==> config.mk <==
export PLATFORM = sky130hd
export DESIGN_NAME = add_accum_flat
export DESIGN_NICKNAME = d
export VERILOG_FILES = /design/src/rtl/add_accum_pkg.sv /design/src/rtl/add_accum_if.sv /design/src/rtl/add_accum_add_stage.sv /design/src/rtl/add_accum.sv /design/src/flat_wrapper.sv
export SDC_FILE = /design/constraint.sdc
export NUM_CORES = 1
export LEC_CHECK = 0
export BUFFER_PORTS_ARGS = -buffer_cell sky130_fd_sc_hd__clkbuf_2
export CORE_MARGIN = 1.5
export CORE_UTILIZATION = 25
export CTS_CLUSTER_SIZE = 16
export DETAILED_ROUTE_END_ITERATION = 8
export GPL_TIMING_DRIVEN = 0
export PLACE_DENSITY = 0.48
export SYNTH_ARGS = -nofsm -noshare
export SYNTH_HDL_FRONTEND = slang
export SYNTH_HIERARCHICAL = 1
export SYNTH_SLANG_ARGS = --single-unit
==> constraint.sdc <==
create_clock -name clk -period 3.11 [get_ports clk]
set_input_delay 0.1555 -clock clk [delete_from_list [all_inputs] [get_ports clk]]
set_output_delay 0.1555 -clock clk [all_outputs]
set_load 0.05 [all_outputs]
==> src/rtl/add_accum_pkg.sv <==
// add_accum_pkg
//   Shared types and helpers for the add_accum block.
//   - add_accum_state_t : frame FSM states (ACCUM collects pairs, HOLD presents a total)
//   - acc_width(dw, n)  : width needed to sum n values of (dw+1) bits without overflow
package add_accum_pkg;

  typedef enum logic {
    ACCUM = 1'b0,
    HOLD  = 1'b1
  } add_accum_state_t;

  function automatic int acc_width(input int dw, input int n);
    return dw + 1 + $clog2(n + 1);
  endfunction

endpackage

==> src/rtl/add_accum_if.sv <==
// add_accum_if
//   Operand/result bus for add_accum.
//   Input side : in_valid/in_ready handshake with operands in_a, in_b, plus flush.
//   Sum side   : sum_valid pulse with registered sum.
//   Output side: out_valid/out_ready handshake with out_total, out_count, out_max.
//   Modports   : master = operand source / result sink, slave = add_accum.
interface add_accum_if
  import add_accum_pkg::*;
#(
  parameter int DW        = 4,
  parameter int N_SAMPLES = 11
);
  localparam int ACC_W = acc_width(DW, N_SAMPLES);
  localparam int CW    = $clog2(N_SAMPLES + 1);

  logic             in_valid;
  logic             in_ready;
  logic [DW-1:0]    in_a;
  logic [DW-1:0]    in_b;
  logic             flush;
  logic             sum_valid;
  logic [DW:0]      sum;
  logic             out_valid;
  logic             out_ready;
  logic [ACC_W-1:0] out_total;
  logic [CW-1:0]    out_count;
  logic [DW:0]      out_max;

  modport master (
    output in_valid, in_a, in_b, flush, out_ready,
    input  in_ready, sum_valid, sum, out_valid, out_total, out_count, out_max
  );

  modport slave (
    input  in_valid, in_a, in_b, flush, out_ready,
    output in_ready, sum_valid, sum, out_valid, out_total, out_count, out_max
  );

endinterface

==> src/rtl/add_accum_add_stage.sv <==
// add_stage
//   Registered adder: when en is high, sum takes in_a + in_b (zero-extended,
//   never wraps) and sum_valid pulses for one cycle. sum holds between pulses.
//   Ports: clk, rst (async active-high), en, in_a[DW], in_b[DW] -> sum[DW+1], sum_valid.
module add_stage #(
  parameter int DW = 4
) (
  input  logic          clk,
  input  logic          rst,
  input  logic          en,
  input  logic [DW-1:0] in_a,
  input  logic [DW-1:0] in_b,
  output logic [DW:0]   sum,
  output logic          sum_valid
);

  always_ff @(posedge clk or posedge rst) begin
    if (rst) begin
      sum       <= '0;
      sum_valid <= 1'b0;
    end else begin
      sum_valid <= en;
      if (en) sum <= {1'b0, in_a} + {1'b0, in_b};
    end
  end

endmodule

==> src/rtl/add_accum.sv <==
// add_accum
//   Accepts operand pairs, presents each registered pair sum, and accumulates
//   N_SAMPLES sums (or fewer, on flush) into a frame total handed off on a
//   valid/ready output.
//   Ports: clk, rst (async active-high), bus (add_accum_if.slave).
//   Build option: define ADD_ACCUM_MAX_EN to track the per-frame maximum pair
//   sum on out_max; otherwise out_max is tied to 0.
module add_accum
  import add_accum_pkg::*;
#(
  parameter int DW        = 4,
  parameter int N_SAMPLES = 11
) (
  input logic         clk,
  input logic         rst,
  add_accum_if.slave  bus
);
  localparam int ACC_W = acc_width(DW, N_SAMPLES);
  localparam int CW    = $clog2(N_SAMPLES + 1);

  add_accum_state_t state, state_next;

  logic [ACC_W-1:0] acc;
  logic [CW-1:0]    cnt;
  logic [ACC_W-1:0] out_total_r;
  logic [CW-1:0]    out_count_r;
  logic             out_valid_r;

  logic             in_ready;
  logic             accept;
  logic             close;
  logic [DW:0]      s;
  logic [ACC_W-1:0] acc_sum;
  logic [CW-1:0]    cnt_next;

  // in_ready depends on state alone, so there is no in_valid -> in_ready path.
  assign in_ready = (state == ACCUM);
  assign accept   = bus.in_valid & in_ready;
  assign s        = {1'b0, bus.in_a} + {1'b0, bus.in_b};
  assign acc_sum  = acc + (accept ? ACC_W'(s) : '0);
  assign cnt_next = cnt + CW'(accept);

  // A frame closes on its last pair, or on flush when it would hold at least
  // one pair (an empty flush is dropped rather than emitting an empty frame).
  assign close = in_ready &&
                 ((accept && (cnt == CW'(N_SAMPLES - 1))) ||
                  (bus.flush && (accept || (cnt != '0))));

  add_stage #(.DW(DW)) u_add_stage (
    .clk       (clk),
    .rst       (rst),
    .en        (accept),
    .in_a      (bus.in_a),
    .in_b      (bus.in_b),
    .sum       (bus.sum),
    .sum_valid (bus.sum_valid)
  );

  always_ff @(posedge clk or posedge rst) begin
    if (rst) state <= ACCUM;
    else     state <= state_next;
  end

  always_comb begin
    state_next = state;
    case (state)
      ACCUM:   if (close) state_next = HOLD;
      HOLD:    if (bus.out_ready) state_next = ACCUM;
      default: state_next = ACCUM;
    endcase
  end

  // The accumulator is cleared on hand-off, so the next frame starts the
  // cycle after out_ready with no extra bubble.
  always_ff @(posedge clk or posedge rst) begin
    if (rst) begin
      acc         <= '0;
      cnt         <= '0;
      out_total_r <= '0;
      out_count_r <= '0;
      out_valid_r <= 1'b0;
    end else if (state == HOLD) begin
      if (bus.out_ready) begin
        out_valid_r <= 1'b0;
        acc         <= '0;
        cnt         <= '0;
      end
    end else begin
      if (accept) begin
        acc <= acc_sum;
        cnt <= cnt_next;
      end
      if (close) begin
        out_total_r <= acc_sum;
        out_count_r <= cnt_next;
        out_valid_r <= 1'b1;
      end
    end
  end

`ifdef ADD_ACCUM_MAX_EN
  logic [DW:0] max_r;
  logic [DW:0] max_next;
  logic [DW:0] out_max_r;

  assign max_next = (accept && (s > max_r)) ? s : max_r;

  always_ff @(posedge clk or posedge rst) begin
    if (rst) begin
      max_r     <= '0;
      out_max_r <= '0;
    end else if (state == HOLD) begin
      if (bus.out_ready) max_r <= '0;
    end else begin
      if (accept) max_r <= max_next;
      if (close)  out_max_r <= max_next;
    end
  end

  assign bus.out_max = out_max_r;
`else
  assign bus.out_max = '0;
`endif

  assign bus.in_ready  = in_ready;
  assign bus.out_valid = out_valid_r;
  assign bus.out_total = out_total_r;
  assign bus.out_count = out_count_r;

endmodule

==> src/flat_wrapper.sv <==
// flat-port wrapper written by rule: the top's interface ports become plain ports
module add_accum_flat import add_accum_pkg::*;
#(
  parameter int DW        = 4,
  parameter int N_SAMPLES = 11
)
  (clk, rst, bus_in_valid, bus_in_a, bus_in_b, bus_flush, bus_out_ready, bus_in_ready, bus_sum_valid, bus_sum, bus_out_valid, bus_out_total, bus_out_count, bus_out_max);
  add_accum_if #(.DW(DW), .N_SAMPLES(N_SAMPLES)) bus_i ();
  input logic clk;
  input logic rst;
  input wire logic [$bits(bus_i.in_valid)-1:0] bus_in_valid;
  input wire logic [$bits(bus_i.in_a)-1:0] bus_in_a;
  input wire logic [$bits(bus_i.in_b)-1:0] bus_in_b;
  input wire logic [$bits(bus_i.flush)-1:0] bus_flush;
  input wire logic [$bits(bus_i.out_ready)-1:0] bus_out_ready;
  output wire logic [$bits(bus_i.in_ready)-1:0] bus_in_ready;
  output wire logic [$bits(bus_i.sum_valid)-1:0] bus_sum_valid;
  output wire logic [$bits(bus_i.sum)-1:0] bus_sum;
  output wire logic [$bits(bus_i.out_valid)-1:0] bus_out_valid;
  output wire logic [$bits(bus_i.out_total)-1:0] bus_out_total;
  output wire logic [$bits(bus_i.out_count)-1:0] bus_out_count;
  output wire logic [$bits(bus_i.out_max)-1:0] bus_out_max;
  assign bus_i.in_valid = bus_in_valid;
  assign bus_i.in_a = bus_in_a;
  assign bus_i.in_b = bus_in_b;
  assign bus_i.flush = bus_flush;
  assign bus_i.out_ready = bus_out_ready;
  assign bus_in_ready = bus_i.in_ready;
  assign bus_sum_valid = bus_i.sum_valid;
  assign bus_sum = bus_i.sum;
  assign bus_out_valid = bus_i.out_valid;
  assign bus_out_total = bus_i.out_total;
  assign bus_out_count = bus_i.out_count;
  assign bus_out_max = bus_i.out_max;
  add_accum #(.DW(DW), .N_SAMPLES(N_SAMPLES)) u_core (.clk(clk), .rst(rst), .bus(bus_i));
endmodule
==> flow_metrics.tcl, run 1 <==
set metrics [dict create \
    outcome "completed" \
    avgSynthCellArea_um2 10.4 \
    die_height_um 91.7 \
    min_path_cells 2 \
    async_flop_share_pct 100 \
    clk_pin_slew_ns 0.08 \
    finalSetupTns_ns 0 \
    die_area_mm2 0.00841 \
    first_iter_violations 72 \
    dr.pass1.iters 4 \
    reg2regPathDepth 13 \
    synth-edff-count 0 \
    setup_viol 0 \
    worstHoldStart "bus_out_ready" \
    worst_pin_slew_ns 1.10 \
    grt_max_degree 29 \
    clk_latency_ns 0.28 \
    start_kind "register" \
    cts_tree "done" \
    portBuffers 33 \
    gp_congestion 0.742 \
    drt_wl_total_mm 4.13 \
    synth_ff_type "dfrtp_1" \
    timing.rr.end "u_core/acc[6]" \
    critical_path_class "reg2reg" \
    layout_setup_ws_ns 0.300 \
    hp-class "in2reg" \
    io_pins 39 \
    core_mm2 0.00769 \
    routedWlPerCell_um 12.2 \
    ys_seq_area_share_pct 43.3 \
    min_to "u_core/state" \
    cts_buffer_depth 2 \
    drive_above_1_share_pct 25.0 \
    peakVddDrop_uv 342 \
    cts_setup_buffers 0 \
    row_count 32 \
    fin_hold_ws_ns 0.0996 \
    syn-instance-count 190 \
    clock_sinks 34 \
    cts_buffers 5 \
    synthDistinctLibCells 41 \
    post-route-util_pct 31.3 \
    cp.arrival_ns 2.98 \
    grt_usage_pct 10.8 \
    rsz0062_at_grt "no" \
    worstPathRequired_ns 3.28 \
    fp.dieW_um 91.7 \
    htree_levels 2 \
    drt.antenna.violating_nets 0 \
    synth.area.top_cells "dfrtp_1 43%, ha_1 9.5%, o21ai_0 4.8%, nand2_1 4.0%, xnor2_1 3.1%" \
    fin_crit_sh_pct 90.4 \
    r2r_start "u_core/state" \
    fin_skew_ns 0.00860 \
    synth_seq_cells 34 \
    grt_overflow 0 \
    diodes 0 \
    p_leak_nw 1.21 \
    synth_top_area_cell "dfrtp_1" \
    yosys.area.top_type_share_pct 43.3 \
    power_density_mw_per_mm2 849 \
    root_buffer "clkbuf_8" \
    grt_pass1_wl_mm 7.10 \
    yosysWarnings 6 \
    end_kind "register" \
    antenna_found_initial 0 \
    hold_violations 0 \
    dp_worst_setup_slack_ns -0.0750 \
    critical_path.max_fanout 12 \
    fin_crit_ns 2.81 \
    drc 0 \
    slew_viol_final 0 \
    max-cap-violations 0 \
    synthToLayoutAreaGrowth_pct 22.1 \
    netlist_area_mm2 0.00197 \
    grt_pass1_vias 1511 \
    max_slew_margin_pct 26.9 \
    fmax_ghz 0.356 \
    hpwl_mm 3.15 \
    num_vias 1436 \
    start_util_pct 25.6 \
    final_nets 266 \
    ff2ff_setup_slack_ns 0.30 \
    viasPerCell 4.25 \
]
[layout by cell type (no fill, tap or decap), types with 2 or more instances in the layout]
cell type / netlist / final
a21oi_1: 8 / 7
clkbuf_8: 0 / 5
fa_1: 3 / 3
a21o_1: 5 / 5
conb_1: 1 / 5
inv_1: 12 / 12
clkbuf_2: 0 / 33
a31oi_1: 4 / 4
o21ai_0: 19 / 19
a22o_1: 6 / 6
clkbuf_1: 2 / 2
xnor2_1: 7 / 7
nor2_1: 9 / 9
ha_1: 15 / 15
mux2_2: 5 / 5
and2_1: 2 / 2
buf_6: 2 / 2
dfrtp_1: 34 / 34
mux2_4: 2 / 2
nor2b_1: 2 / 2
nand2_1: 21 / 21
xor2_1: 5 / 5
buf_4: 6 / 6
[flip-flops by register name (all words and copies together), names as in the netlist]
signal                        flops
u_core/cnt                        4
u_core/bus.out_count              4
u_core/bus.out_valid              1
u_core/u_add_stage/sum_valid      1
u_core/u_add_stage/sum            5
u_core/state                      1
u_core/acc                        9
u_core/bus.out_total              9
[cell usage after synthesis (3+ instances only)]
cell type and count:
a21oi_1 8, nand2_1 21, buf_4 6, dfrtp_1 34
ha_1 15, a22o_1 6, a21o_1 5, mux2_2 5
fa_1 3, a31oi_1 4, inv_1 12, xnor2_1 7
nor2_1 9, o21ai_0 19, xor2_1 5
[critical path, cell delays in order (launching register included)]
cell and delay (ns):
dfrtp_1 0.42, inv_1 0.10, nand2_1 0.13, inv_1 0.14, clkbuf_4 0.25, and2_1 0.15
ha_1 0.19, inv_1 0.07, fa_1 0.41, nor2b_1 0.17, o2111ai_1 0.17, nand2_1 0.16
o21ai_0 0.09, a22o_1 0.23
[per-layer routing]
layer / up-vias / track usage [%] / share of wire, %
met1: 674 / 13.1 / 48
met4: 0 / 4.49 / 0.97
met5: - / 0 / 0
li1: 739 / - / -
met3: 2 / 3.07 / 3.6
met2: 21 / 18.0 / 47
[kinds of logic (layout without fill, tap and decap cells)]
kind of cell | after synthesis | count (layout) | synth area share, %
muxes | 8 | 8 | 4.90
buffers and inverters | 23 | 65 | 6.87
and+or+nand+nor | 43 | 43 | 10.4
adders and majority gates | 18 | 18 | 12.6
DFF | 34 | 34 | 43.3
other | 1 | 5 | 0.191
AOI/OAI and AO/OA | 51 | 51 | 16.5
xor gates and xnor gates | 12 | 12 | 5.34
[metrics by stage]
stage / instance area, µm² / power, W / cells
final: 2400 / 0.00204 / 338
after global routing: 2400 / 0.00219 / 338
after CTS: 2400 / 0.00207 / 338
after detailed placement: 2270 / 0.00165 / 329
after global placement: 2270 / 0.00164 / 329
after floorplan: 1980 / 0.00142 / 194
[what timing repair did]
item,in CTS,in global routing
endpoints found under the hold margin,6,0
resized for setup,1,3
setup endpoints to repair,3,3
hold buffers,1,0
[area by class of cell]
type                       instances  area, µm²
inverter                          12       45.0
buffer                            11       93.8
sequential                        34        851
multi-input combinational        137       1000
fill                             845       5290
clock buffer                       6       72.6
timing repair buffer              34        175
tap                              102        128
clock inverter                     2       37.5
[report_power, final]
part	internal, W	switching [W]
registers	0.000583	0.0000923
clock network	0.000239	0.000163
logic	0.000309	0.000651
total	0.00113	0.000907
[how the worst max path moves through the flow]
stage / endpoint / from / cells past startpoint
6_report: u_core/acc[6] / u_core/state / 13
5_1_grt: u_core/acc[8] / u_core/state / 13
4_1_cts: u_core/acc[8] / u_core/state / 13
3_5_place_dp: u_core/acc[8] / u_core/state / 13
3_3_place_gp: u_core/acc[8] / u_core/state / 13
2_1_floorplan: u_core/acc[8] / u_core/state / 13
(Power assumes the default switching activity.)
==> run 2, diff against run 1 <==
--- a/config.mk
+++ b/config.mk
@@ -11,6 +11,7 @@
 export CTS_CLUSTER_SIZE = 16
 export DETAILED_ROUTE_END_ITERATION = 8
 export GPL_TIMING_DRIVEN = 0
+export MAX_ROUTING_LAYER = met4
 export PLACE_DENSITY = 0.48
 export SYNTH_ARGS = -nofsm -noshare
 export SYNTH_HDL_FRONTEND = slang
==> run 2 against run 1 <==
Effect of this change:
- register-to-register slack is essentially flat
- combinational power about the same
- worst setup slack worse by 0.0025 ns
- die area unchanged
==> flow_metrics.tcl, run 2 (synthesis results as in run 1) <==
set metrics [dict create \
    outcome "completed" \
    grt_max_degree 29 \
    start_util_pct 25.6 \
    max_slew_margin_pct 26.5 \
    timing.rr.end "u_core/acc[6]" \
    die_area_mm2 0.00841 \
    grt_pass1_vias 1506 \
    fmax_ghz 0.356 \
    worst_pin_slew_ns 1.10 \
    final_nets 266 \
    worstHoldStart "bus_out_ready" \
    end_kind "register" \
    p_leak_nw 1.21 \
    finalSetupTns_ns 0 \
    routedWlPerCell_um 12.3 \
    setup_viol 0 \
    row_count 32 \
    critical_path_class "reg2reg" \
    clk_latency_ns 0.29 \
    diodes 0 \
    slew_viol_final 0 \
    fp.dieW_um 91.7 \
    worstPathRequired_ns 3.28 \
    clk_pin_slew_ns 0.08 \
    hold_violations 0 \
    post-route-util_pct 31.3 \
    cts_buffers 5 \
    cts_buffer_depth 2 \
    root_buffer "clkbuf_8" \
    num_vias 1444 \
    mostFrequentLayoutCell "dfrtp_1" \
    max-cap-violations 0 \
    portBuffers 33 \
    grt_overflow 0 \
    peakVddDrop_uv 342 \
    r2r_start "u_core/state" \
    layout_common_cells "34 x dfrtp_1, 33 x clkbuf_2, 21 x nand2_1, 19 x o21ai_0, 15 x ha_1" \
    ff2ff_setup_slack_ns 0.30 \
    synthToLayoutAreaGrowth_pct 22.1 \
    clock_sinks 34 \
    htree_levels 2 \
    core_mm2 0.00769 \
    fin_crit_ns 2.81 \
    hpwl_mm 3.15 \
    crit_top_cell "inv_1" \
    cp_slowest_stage_delay_ns 0.42 \
    viasPerCell 4.27 \
    cp_slowest_cell "dfrtp_1" \
    start_kind "register" \
    antenna_found_initial 0 \
    critical_path.max_fanout 12 \
    io_pins 39 \
    drc 0 \
    crit_chain "inv_1 > nand2_1 > inv_1 > clkbuf_4 > and2_1 > ha_1 > inv_1 > fa_1 > nor2b_1 > o2111ai_1 > nand2_1 > o21ai_0 > a22o_1" \
    gp_congestion 0.751 \
    min_to "u_core/state" \
    cp.arrival_ns 2.99 \
    rsz0062_at_grt "no" \
    grt_pass1_wl_mm 7.13 \
    dr.pass1.iters 4 \
    first_iter_violations 87 \
    reg2regPathDepth 13 \
    power_density_mw_per_mm2 851 \
    drive_above_1_share_pct 25.0 \
    fin_skew_ns 0.0101 \
    drt.antenna.violating_nets 0 \
    hp-class "in2reg" \
    grt_usage_pct 11.2 \
    die_height_um 91.7 \
    cts_setup_buffers 0 \
    min_path_cells 2 \
    fin_crit_sh_pct 90.4 \
    drt_wl_total_mm 4.15 \
    cts_tree "done" \
]
## run 2: cell type report
type                    instances  area (µm²)
multi-input cells             137        1000
repair buffers                 34         175
inverters                      12        45.0
well taps                     102         128
clock inverters                 2        37.5
clock buffers                   6        72.6
plain buffers                  11        93.8
fillers                       845        5290
flip-flops and latches         34         851
## run 2: timing repair
action / in CTS / in global routing
endpoints found under the hold margin: 6 / 0
endpoints found under the setup margin: 3 / 3
cloned: 0 / 0
pin swaps: 0 / 0
hold buffers: 1 / 0
gates resized for setup: 1 / 3
## run 2: worst max-delay path, delay by kind of cell (launching register included)
family,cells,cell delay (ns)
simple gates,4,0.61
fa+ha+maj,2,0.60
buf+inv,4,0.56
compound gates,3,0.49
flops,1,0.42
## run 2: worst max path at each step
stage                             from             to  slack, ns  cells after the start
after floorplan           u_core/state  u_core/acc[8]       0.11                     13
after global placement    u_core/state  u_core/acc[8]      -0.07                     13
after detailed placement  u_core/state  u_core/acc[8]      -0.07                     13
after CTS                 u_core/state  u_core/acc[8]       0.15                     13
after global routing      u_core/state  u_core/acc[8]       0.05                     13
final                     u_core/state  u_core/acc[6]       0.30                     13
## run 2: layer usage
layer | routed length, µm | up-vias | track usage [%]
met4 | 73 | 0 | 4.49
met2 | 1930 | 21 | 17.9
met5 | 0 | - | -
met3 | 142 | 5 | 2.90
li1 | - | 739 | -
met1 | 2000 | 679 | 13.4
## run 2: power by group
group / total, W / internal, W / switching [W]
sequential: 0.000676 / 0.000583 / 0.0000926
combinational: 0.000962 / 0.000309 / 0.000652
clock: 0.000407 / 0.000239 / 0.000168
total: 0.00204 / 0.00113 / 0.000913
## run 2: metrics by stage
stage          hold WS, ns  power, W  area (µm²)  instances  setup slack, ns
5_1_grt             0.0825   0.00219        2400        338           0.0489
3_3_place_gp        0.0714   0.00164        2270        329          -0.0709
4_1_cts             0.0825   0.00207        2400        338            0.151
3_5_place_dp        0.0807   0.00165        2270        329          -0.0750
2_1_floorplan      -0.0535   0.00142        1980        194            0.114
6_report            0.0918   0.00204        2400        338            0.297
